--- config.mk ---
export PLATFORM = sky130hd
export DESIGN_NAME = max_pool_2x2_flat
export DESIGN_NICKNAME = d
export VERILOG_FILES = /design/src/rtl/npu_pkg.sv /design/src/rtl/max_pool_2x2_if.sv /design/src/rtl/max_pool_2x2_pool_line_buf.sv /design/src/rtl/max_pool_2x2.sv /design/src/flat_wrapper.sv
export SDC_FILE = /design/constraint.sdc
export NUM_CORES = 1
export LEC_CHECK = 0
export CORE_UTILIZATION = 55
export CTS_CLUSTER_DIAMETER = 200
export DETAILED_ROUTE_END_ITERATION = 12
export PLACE_DENSITY = 0.84
export SLEW_MARGIN = 30
export SYNTH_ARGS = -nofsm -noshare
export SYNTH_HDL_FRONTEND = slang
export SYNTH_SLANG_ARGS = --single-unit
--- constraint.sdc ---
create_clock -name clk -period 4.5 [get_ports clk]
set_clock_uncertainty 0.1 [all_clocks]
set_input_delay 0.45 -clock clk [delete_from_list [all_inputs] [get_ports clk]]
set_output_delay 0.45 -clock clk [all_outputs]
set_load 0.02 [all_outputs]
--- src/rtl/npu_pkg.sv ---
`default_nettype none
// ============================================================================
//  Module      : npu_pkg
//  Description : Shared Mini_NPU datapath definitions: pixel width and type,
//                signed max helper, and the max-pool row-phase state encoding.
//  Revision    : 1.0 - initial release
// ============================================================================
package npu_pkg;

  localparam int NPU_DATA_W = 22;

  // Pixel type shared with the activation stage.
  typedef logic signed [NPU_DATA_W-1:0] npu_pixel_t;

  // Row phase of the 2x2 pooler: even rows fill the line buffer, odd rows emit.
  typedef enum logic [0:0] {
    ST_FILL = 1'b0,
    ST_EMIT = 1'b1
  } pool_state_t;

  // Signed two's-complement maximum; ties return the common value.
  function automatic npu_pixel_t npu_max(input npu_pixel_t a, input npu_pixel_t b);
    return (a > b) ? a : b;
  endfunction

endpackage
`default_nettype wire

--- src/rtl/max_pool_2x2_if.sv ---
`default_nettype none
// ============================================================================
//  Module      : max_pool_2x2_if
//  Description : Pixel-in / result-out stream bundle for the 2x2 max-pool
//                stage.
//                  pixel_valid  : input pixel qualifier
//                  pixel_in     : signed input pixel, raster order
//                  result_valid : one-cycle pulse per pooled pixel
//                  result_out   : signed pooled maximum
//                  frame_done   : last pooled pixel of a frame (only when
//                                 MAXPOOL_FRAME_DONE_EN is defined)
//                master = upstream/consumer side, slave = the pooler.
//  Revision    : 1.0 - initial release
// ============================================================================
interface max_pool_2x2_if
  import npu_pkg::*;
#(
  parameter int DATA_W = NPU_DATA_W
) ();

  logic                     pixel_valid;
  logic signed [DATA_W-1:0] pixel_in;
  logic                     result_valid;
  logic signed [DATA_W-1:0] result_out;
`ifdef MAXPOOL_FRAME_DONE_EN
  logic                     frame_done;

  modport master (
    output pixel_valid, pixel_in,
    input  result_valid, result_out, frame_done
  );

  modport slave (
    input  pixel_valid, pixel_in,
    output result_valid, result_out, frame_done
  );
`else
  modport master (
    output pixel_valid, pixel_in,
    input  result_valid, result_out
  );

  modport slave (
    input  pixel_valid, pixel_in,
    output result_valid, result_out
  );
`endif

endinterface
`default_nettype wire

--- src/rtl/max_pool_2x2_pool_line_buf.sv ---
`default_nettype none
// ============================================================================
//  Module      : pool_line_buf
//  Description : Line buffer holding one horizontal pair-maximum per output
//                column of the pooled row.
//                  clk   : clock
//                  we    : write enable (synchronous write)
//                  waddr : write address
//                  wdata : write data
//                  raddr : read address (combinational read)
//                  rdata : read data
//                Contents are not reset: every entry is rewritten on an even
//                row before it is read on the following odd row.
//  Revision    : 1.0 - initial release
// ============================================================================
module pool_line_buf #(
  parameter int DEPTH  = 14,
  parameter int DATA_W = 22,
  parameter int ADDR_W = 4
) (
  input  logic                     clk,
  input  logic                     we,
  input  logic [ADDR_W-1:0]        waddr,
  input  logic signed [DATA_W-1:0] wdata,
  input  logic [ADDR_W-1:0]        raddr,
  output logic signed [DATA_W-1:0] rdata
);

  logic signed [DATA_W-1:0] r_mem [DEPTH];

  always_ff @(posedge clk) begin
    if (we) begin
      r_mem[waddr] <= wdata;
    end
  end

  assign rdata = r_mem[raddr];

endmodule
`default_nettype wire

--- src/rtl/max_pool_2x2.sv ---
`default_nettype none
// ============================================================================
//  Module      : max_pool_2x2
//  Description : Streaming 2x2 / stride-2 max-pooling of a raster-order
//                IMG_W x IMG_H feature map, no backpressure.
//                  clk  : clock
//                  rst  : synchronous, active-high reset
//                  bus  : max_pool_2x2_if.slave (pixel_valid, pixel_in,
//                         result_valid, result_out[, frame_done])
//                Optional feature macro: MAXPOOL_FRAME_DONE_EN adds a
//                frame_done pulse alongside the last pooled pixel of a frame.
//                IMG_W and IMG_H must be even and >= 2.
//  Revision    : 1.0 - initial release
// ============================================================================
module max_pool_2x2
  import npu_pkg::*;
#(
  parameter int DATA_W = NPU_DATA_W,
  parameter int IMG_W  = 28,
  parameter int IMG_H  = 28
) (
  input  logic          clk,
  input  logic          rst,
  max_pool_2x2_if.slave bus
);

  localparam int C_COL_W  = (IMG_W > 1) ? $clog2(IMG_W) : 1;
  localparam int C_ROW_W  = (IMG_H > 1) ? $clog2(IMG_H) : 1;
  localparam int C_HALF_W = IMG_W / 2;
  localparam int C_ADDR_W = (C_HALF_W > 1) ? $clog2(C_HALF_W) : 1;

  logic [C_COL_W-1:0]       r_col;
  logic [C_ROW_W-1:0]       r_row;
  logic signed [DATA_W-1:0] r_h_max;
  logic                     r_result_valid;
  logic signed [DATA_W-1:0] r_result_out;
  pool_state_t              r_state;
  pool_state_t              w_state_next;

  logic                     w_col_last;
  logic                     w_pair_done;
  logic                     w_lb_we;
  logic                     w_emit;
  logic [C_ADDR_W-1:0]      w_lb_addr;
  logic signed [DATA_W-1:0] w_lb_rdata;
  logic signed [DATA_W-1:0] w_pair;
  logic signed [DATA_W-1:0] w_pool;

  assign w_col_last  = (r_col == C_COL_W'(IMG_W - 1));
  // A pair completes on every valid odd column; reset swallows the input.
  assign w_pair_done = bus.pixel_valid && r_col[0] && !rst;
  assign w_lb_addr   = C_ADDR_W'(r_col >> 1);

  // Signed maxima: use the shared helper when the width matches the NPU
  // pixel type, otherwise an equivalent width-generic compare.
  generate
    if (DATA_W == NPU_DATA_W) begin : g_max_pkg
      assign w_pair = npu_max(r_h_max, bus.pixel_in);
      assign w_pool = npu_max(w_lb_rdata, w_pair);
    end else begin : g_max_generic
      assign w_pair = (bus.pixel_in > r_h_max) ? bus.pixel_in : r_h_max;
      assign w_pool = (w_pair > w_lb_rdata) ? w_pair : w_lb_rdata;
    end
  endgenerate

  // --------------------------------------------------------------------------
  // Raster position counters
  // --------------------------------------------------------------------------
  always_ff @(posedge clk) begin
    if (rst) begin
      r_col <= '0;
      r_row <= '0;
    end else if (bus.pixel_valid) begin
      if (w_col_last) begin
        r_col <= '0;
        r_row <= (r_row == C_ROW_W'(IMG_H - 1)) ? '0 : r_row + 1'b1;
      end else begin
        r_col <= r_col + 1'b1;
      end
    end
  end

  // Left pixel of the current horizontal pair.
  always_ff @(posedge clk) begin
    if (rst) begin
      r_h_max <= '0;
    end else if (bus.pixel_valid && !r_col[0]) begin
      r_h_max <= bus.pixel_in;
    end
  end

  // --------------------------------------------------------------------------
  // Row phase FSM
  // --------------------------------------------------------------------------
  always_ff @(posedge clk) begin
    if (rst) begin
      r_state <= ST_FILL;
    end else begin
      r_state <= w_state_next;
    end
  end

  always_comb begin
    w_state_next = r_state;
    w_lb_we      = 1'b0;
    w_emit       = 1'b0;
    case (r_state)
      ST_FILL: begin
        w_lb_we = w_pair_done;
        if (bus.pixel_valid && w_col_last) begin
          w_state_next = ST_EMIT;
        end
      end
      ST_EMIT: begin
        w_emit = w_pair_done;
        if (bus.pixel_valid && w_col_last) begin
          w_state_next = ST_FILL;
        end
      end
      default: begin
        w_state_next = ST_FILL;
      end
    endcase
  end

  pool_line_buf #(
    .DEPTH  (C_HALF_W),
    .DATA_W (DATA_W),
    .ADDR_W (C_ADDR_W)
  ) u_line_buf (
    .clk   (clk),
    .we    (w_lb_we),
    .waddr (w_lb_addr),
    .wdata (w_pair),
    .raddr (w_lb_addr),
    .rdata (w_lb_rdata)
  );

  // --------------------------------------------------------------------------
  // Output registers: result_out holds between pulses.
  // --------------------------------------------------------------------------
  always_ff @(posedge clk) begin
    if (rst) begin
      r_result_valid <= 1'b0;
      r_result_out   <= '0;
    end else begin
      r_result_valid <= w_emit;
      if (w_emit) begin
        r_result_out <= w_pool;
      end
    end
  end

  assign bus.result_valid = r_result_valid;
  assign bus.result_out   = r_result_out;

`ifdef MAXPOOL_FRAME_DONE_EN
  logic r_frame_done;

  always_ff @(posedge clk) begin
    if (rst) begin
      r_frame_done <= 1'b0;
    end else begin
      r_frame_done <= w_emit && w_col_last && (r_row == C_ROW_W'(IMG_H - 1));
    end
  end

  assign bus.frame_done = r_frame_done;
`endif

endmodule
`default_nettype wire

--- src/flat_wrapper.sv ---
// flat-port wrapper written by rule: the top's interface ports become plain ports
module max_pool_2x2_flat import npu_pkg::*;
#(
  parameter int DATA_W = NPU_DATA_W,
  parameter int IMG_W  = 28,
  parameter int IMG_H  = 28
)
  (clk, rst, bus_pixel_valid, bus_pixel_in, bus_result_valid, bus_result_out);
  max_pool_2x2_if #(.DATA_W(DATA_W)) bus_i ();
  input  logic clk;
  input  logic rst;
  input wire logic [$bits(bus_i.pixel_valid)-1:0] bus_pixel_valid;
  input wire logic [$bits(bus_i.pixel_in)-1:0] bus_pixel_in;
  output wire logic [$bits(bus_i.result_valid)-1:0] bus_result_valid;
  output wire logic [$bits(bus_i.result_out)-1:0] bus_result_out;
  assign bus_i.pixel_valid = bus_pixel_valid;
  assign bus_i.pixel_in = bus_pixel_in;
  assign bus_result_valid = bus_i.result_valid;
  assign bus_result_out = bus_i.result_out;
  max_pool_2x2 #(.DATA_W(DATA_W), .IMG_W(IMG_W), .IMG_H(IMG_H)) u_core (.clk(clk), .rst(rst), .bus(bus_i));
endmodule
Yosys cells after proc, flatten, opt, wreduce, memory -nomap -nowiden
Memory sizes are Yosys's and may differ from the RTL's. A register that Yosys moved wholly into a read port is not among the register bits.
Cells that the tools add are included.
{"block": "classes", "bitwise_logic": 1, "order_cmp": 2, "add_sub_neg": 1, "reduce_logical": 6, "eq_ne": 1, "n_mux": 12}
{"op": "$gt A22 B22 Y1", "n": 2}
{"op": "$mux W22", "n": 2}
{"op": "$mux W4", "n": 2}
{"op": "$mux W1", "n": 6}
{"op": "$add A5 B1 Y5 const B", "n": 1}
{"op": "$eq A5 B5 Y1 const B", "n": 1}
{"op": "$mux W5", "n": 1}
{"op": "$logic_and A1 B1 Y1", "n": 4}
{"op": "$logic_not A1 Y1", "n": 2}
{"op": "$pmux W1 S2", "n": 1}
{"op": "$not A1 Y1", "n": 1}
{"block": "totals", "n_memories": 1, "ff_bits": 51, "output_inout_bits": 23, "word_cells": 29, "ramBits": 308, "in_bits": 25}
{"name": "u_core.u_line_buf.r_mem", "words": 14, "width": 22, "rd": 1, "rd_ports_with_merged_regs": 1, "wr": 1, "line_no": "max_pool_2x2_pool_line_buf.sv:29", "rtl": "logic signed [DATA_W-1:0] r_mem [DEPTH];"}

Logic depth before layout (Yosys ltp)
{"block": "logic_depth", "ltp_word": 5, "ltp_mapped": 21, "depth_no_buf": 17}

Cells and area by module
Synthesis repeated with hierarchy kept, for this count alone.
{"block": "hier_totals", "hier_cells": 928, "area_unflattened_um2": 15392.3}
{"mod": "pool_line_buf", "area_each_um2": 11850.1, "cells_each": 511, "seq_area_each_um2": 9248.9, "instances": 1}
{"mod": "max_pool_2x2", "area_each_um2": 3542.1, "cells_each": 417, "seq_area_each_um2": 1021.0, "instances": 1}

Least setup slack after synthesis
OpenSTA, ideal clock, no wires.
{"block": "synth_path", "path_kind": "input to register", "from": "input port bus_pixel_in[17]", "to": "register u_core.r_result_out[13], in the netlist u_core.bus.result_out[13]", "cell_stages": 18, "path_buffers": 2, "path_slack_ps": -93, "t_arrival_ps": 4367, "setup_ps": 126, "t_required_ps": 4274, "cell_sequence": "inv_1 ha_1 a21oi_2 o21bai_1 a2111o_1 buf_6 or4_1 o2111ai_2 a221oi_2 ha_1 a21oi_1 o21ai_1 a221o_1 a2111o_1 mux2_4 clkbuf_1 a31oi_1 o21ai_1"}
{"block": "synth_via", "elab_chain_len": 4}
{"element": "start, declared", "line_no": "flat_wrapper.sv:13", "rtl": "input wire logic [$bits(bus_i.pixel_in)-1:0] bus_pixel_in;"}
{"element": "$gt A22 B22 Y1", "line_no": "npu_pkg.sv:23", "rtl": "return (a > b) ? a : b;"}
{"element": "$mux W22 (*)", "line_no": "npu_pkg.sv:23"}
{"element": "$gt A22 B22 Y1", "line_no": "npu_pkg.sv:23"}
{"element": "$mux W22 (*)", "line_no": "npu_pkg.sv:23"}
{"element": "end signal, assigned", "line_no": "max_pool_2x2.sv:149", "rtl": "r_result_out <= w_pool;"}
{"element": "end, declared", "line_no": "max_pool_2x2.sv:36", "rtl": "logic signed [DATA_W-1:0] r_result_out;"}
Mark *: on every way between the ends. The rest lies on a longest branch, timed or not.
A chain may end at the register's enable or synchronous reset.

Final worst setup path
{"block": "layout_path", "from": "register u_core.r_h_max[7]", "to": "register u_core.r_result_out[7], in the netlist u_core.bus.result_out[7]"}
{"block": "layout_via", "elab_chain_len": 4}
{"element": "start, declared", "line_no": "max_pool_2x2.sv:34", "rtl": "logic signed [DATA_W-1:0] r_h_max;"}
{"element": "start signal, assigned", "line_no": "max_pool_2x2.sv:88", "rtl": "r_h_max <= bus.pixel_in;"}
{"element": "$gt A22 B22 Y1", "line_no": "npu_pkg.sv:23"}
{"element": "$mux W22 (*)", "line_no": "npu_pkg.sv:23"}
{"element": "$gt A22 B22 Y1", "line_no": "npu_pkg.sv:23"}
{"element": "$mux W22 (*)", "line_no": "npu_pkg.sv:23"}
Marks and branches as above.

==> results.md <==
* Status: complete, but fails checks
* Failing checks: setup timing
* Worst Reg2Reg Path Length in Cells at 18
* Latest clock arrival within the worst-skew pair at 0.55 ns
* # H-tree levels at 2
* Pleak at 7.41 nW
* Worst path buffer plus inverter count at 4
* RSZ-0062 raised after global routing: yes
* Maximum clock frequency at 0.208 GHz
* Avg Vias per Cell at 6.80
* HP Class: in -> reg
* # port buffers at 47
* Pin count of the biggest net entering global routing at 89
* Post-synthesis register bit count at 363
* Peak VDD IR at 0.361 mV
* WS Path Type: reg -> reg
* Die span in y at 176 um
* Reg-to-reg endpoint: u_core.bus.result_out[7]
* Chip width at 176 um
* Routed WL per cell at 27.9 um
* Sequential share of the synthesized area at 0.619
* Clock sinks at 363
* Adder-cell area share of the yosys netlist at 0.0337
* Worst setup SP type: flop
* Final Cell Area at 21,100 um2
* Final max-slew violation count at 0
* Pre-Repair DR Iteration Count at 7
* Share of the synthesized area in the top cell type at 0.553
* FFs w/ async S/R, synth at 0
* RR Startpoint: u_core.r_h_max[7]
* Drt drc at 0
* Synthesized net count at 1,169
* Final setup TNS at -5.61 ns
* Most numerous cell in the Yosys netlist: edfxtp_1
* R2R Setup Slk at -0.32 ns
* XOR/XNOR share of the synthesized area at 0.00105
* Slew headroom at 0.315
* # nets final at 1,400
* Crit path largest cell delay at 0.40 ns
* Die Area at 31,100 um2
* Post-synthesis mux area share at 0.134
* Maximum buffer depth of the clock tree at 3
* Commonest cells post-synth: 308 x edfxtp_1, 103 x nand2_1, 87 x mux4_2
* Predominant post-synthesis flop cell: edfxtp_1
* Final Hold Violating Endpoints at 0
* Total length of routed wires at 48,700 um
* Syn. warnings at 0
* Worst-path fanout max at 9
* Remaining antenna violation count at 0
* Gr ovfl total at 0
* Initial core utilization at 0.561
* Cells after synthesis at 1,099
* Fill count at 1,744
* # Max-Cap Violations at 0
* Final Cycle Share at 1.07
* Antenna diode count at 0
* Clock slew at reported path FFs at 0.06 ns
* Largest area contributor in the netlist: edfxtp_1
* WP data required at 4.83 ns
* Total CTS buffers at 37
* Number of enable flip-flop cells after synthesis at 308
* Crit-path cells: ha_4 > nand4_1 > nor4_4 > buf_6 > buf_12 > buf_16 > a21oi_1 > o21ai_0 > o2111ai_2 > a221oi_4 > ha_1 > and4_4 > a221o_1 > a2111o_1 > mux2_4 > buf_12 > a31oi_2 > o21ai_1
* Initial antenna violation count at 1
* CTS tree: yes
* WHS Path Cells at 4
* Area post-placement at 18,600 um2
* Synth unique cells at 59
* Area contributors post-synth: edfxtp_1 55%, mux4_2 12%, dfxtp_1 6.6%
* Worst Max-Slew Pin Slew at 1.03 ns
* Tmin final at 4.82 ns
* Vias in the first global route at 11,297
* Area Growth Syn to Fin at 26.5%
* Reg area at 10,400 um2
* Multi-input gate area at 6500 um2
* CP delay by family, top: compound AO/OA/AOI/OAI gates
* Initial DRC Count at 1,652
* Setup WS post-layout at -0.319 ns
* Crit. End Element: flop
* Compound-Gate Fraction of Synth Area at 0.0874
* Row Count at 63
* Final setup vio count at 22
* Layout Utilization at 0.709
* Largest family of logic cells by synthesized area: multiplexers
* Global-route wire length before repair at 67,200 um
* Layout cells sized above 1 at 0.385
* Total core area at 29,800 um2
* Pwr dens at 380 nW/um2
* CP max stage cell: dfxtp_1
* I/O pin total at 48
* Crit path top cell by count: buf_12
* Cts hold-fix bufs at 0
* Total number of vias at 11,888
* Hold worst-path end: u_core.r_h_max[6]
* Clock Tree Root: clkbuf_16
* All-Layer GR Usage at 0.292
* Synth Area in Simple Gates at 0.0871
* Post-Syn Area at 16,700 um2
* Synth Area per Inst at 15.2 um2
* Gpl congestion at 0.900
* Worst hold start: bus_pixel_in[6]
* Worst Path Arrival at 5.14 ns
* Detailed placement HPWL at 26,100 um
sequential cells by signal, indices dropped and copies added, names as in the netlist, named ones only:
signal,flops
u_core.u_line_buf.r_mem,308
u_core.bus.result_out,22
u_core.r_h_max,22
u_core.r_col,5
u_core.bus.result_valid,1
u_core.r_state,1
logic make-up after synthesis:
group	after synthesis
mux	112
compound gates	195
xor+xnor	2
fa+ha+maj	45
buf+inv	123
simple gates	259
flops	363
worst register-to-register path: stages, from the launching register on:
cell	delay, ns
dfxtp_1	0.40
ha_4	0.31
nand4_1	0.21
nor4_4	0.37
buf_6	0.19
buf_12	0.12
buf_16	0.11
a21oi_1	0.11
o21ai_0	0.14
o2111ai_2	0.19
a221oi_4	0.33
ha_1	0.33
and4_4	0.18
a221o_1	0.35
a2111o_1	0.40
mux2_4	0.38
buf_12	0.17
a31oi_2	0.21
o21ai_1	0.11
per-layer routing:
| metal | up-vias | track usage | wire length [um] |
|---|---|---|---|
| met5 | - | 0 | 13 |
| met4 | 2 | 0.116 | 2750 |
| met3 | 243 | 0.0530 | 5350 |
| met2 | 964 | 0.477 | 23100 |
| met1 | 5847 | 0.390 | 17500 |
| li1 | 4832 | - | - |
metrics by stage:
| step | total power, mW | cells | setup slack (ns) | hold WS [ns] |
|---|---|---|---|---|
| 2_1_floorplan | 4.36 | 1099 | 0.00152 | 0.350 |
| 3_3_place_gp | 4.64 | 1617 | -0.795 | 0.364 |
| 3_5_place_dp | 4.68 | 1617 | -0.954 | 0.374 |
| 4_1_cts | 7.90 | 1716 | -0.0712 | 0.348 |
| 5_1_grt | 8.23 | 1749 | -0.355 | 0.259 |
| 6_report | 8.04 | 1749 | -0.319 | 0.270 |
power by group:
group | internal (mW) | leakage (nW) | switching (mW) | total [mW]
clock network | 1.83 | 0.599 | 1.33 | 3.16
logic | 0.496 | 3.55 | 0.607 | 1.10
registers | 3.75 | 3.26 | 0.0248 | 3.78
cell type report:
class,count,share of cell area
clock buffers,47,0.0456
flip-flops and latches,363,0.490
repair buffers,261,0.112
multi-input cells,619,0.308
well taps,390,0.0231
inverters,48,0.00852
clock inverters,21,0.0134
worst max path at each step:
stage                       start                   endpoint  depth (start not counted)
5_1_grt         u_core.r_h_max[7]   u_core.bus.result_out[7]                         18
3_3_place_gp     bus_pixel_in[13]  u_core.bus.result_out[11]                         17
2_1_floorplan    bus_pixel_in[17]  u_core.bus.result_out[10]                         18
4_1_cts        u_core.r_h_max[21]  u_core.bus.result_out[12]                         19
6_report        u_core.r_h_max[7]   u_core.bus.result_out[7]                         18
3_5_place_dp     bus_pixel_in[13]  u_core.bus.result_out[21]                         18
what timing repair did:
action / 4_1_cts / 5_1_grt
resized for setup: 76 / 62
buffers inserted: 22 / 29
pin swaps: 23 / 33
setup endpoints to repair: 22 / 22
cloned: 9 / 5
cells in the final DEF (no fill, tap or decap), drive strengths merged, types with 21 or more instances in the layout:
master / instances
edfxtp: 308
buf: 213
nand2: 103
mux4: 87
a21oi: 70
dfxtp: 55
inv: 50
clkbuf: 49
o21ai: 48
ha: 45
clkdlybuf4s50: 33
nand2b: 30
nor2: 28
nor3b: 25
or4: 23
mux2: 22
o2111ai: 22
a221oi: 22
nand4b: 21
a31oi: 21
Note: power is estimated with default switching activity, not from simulation.
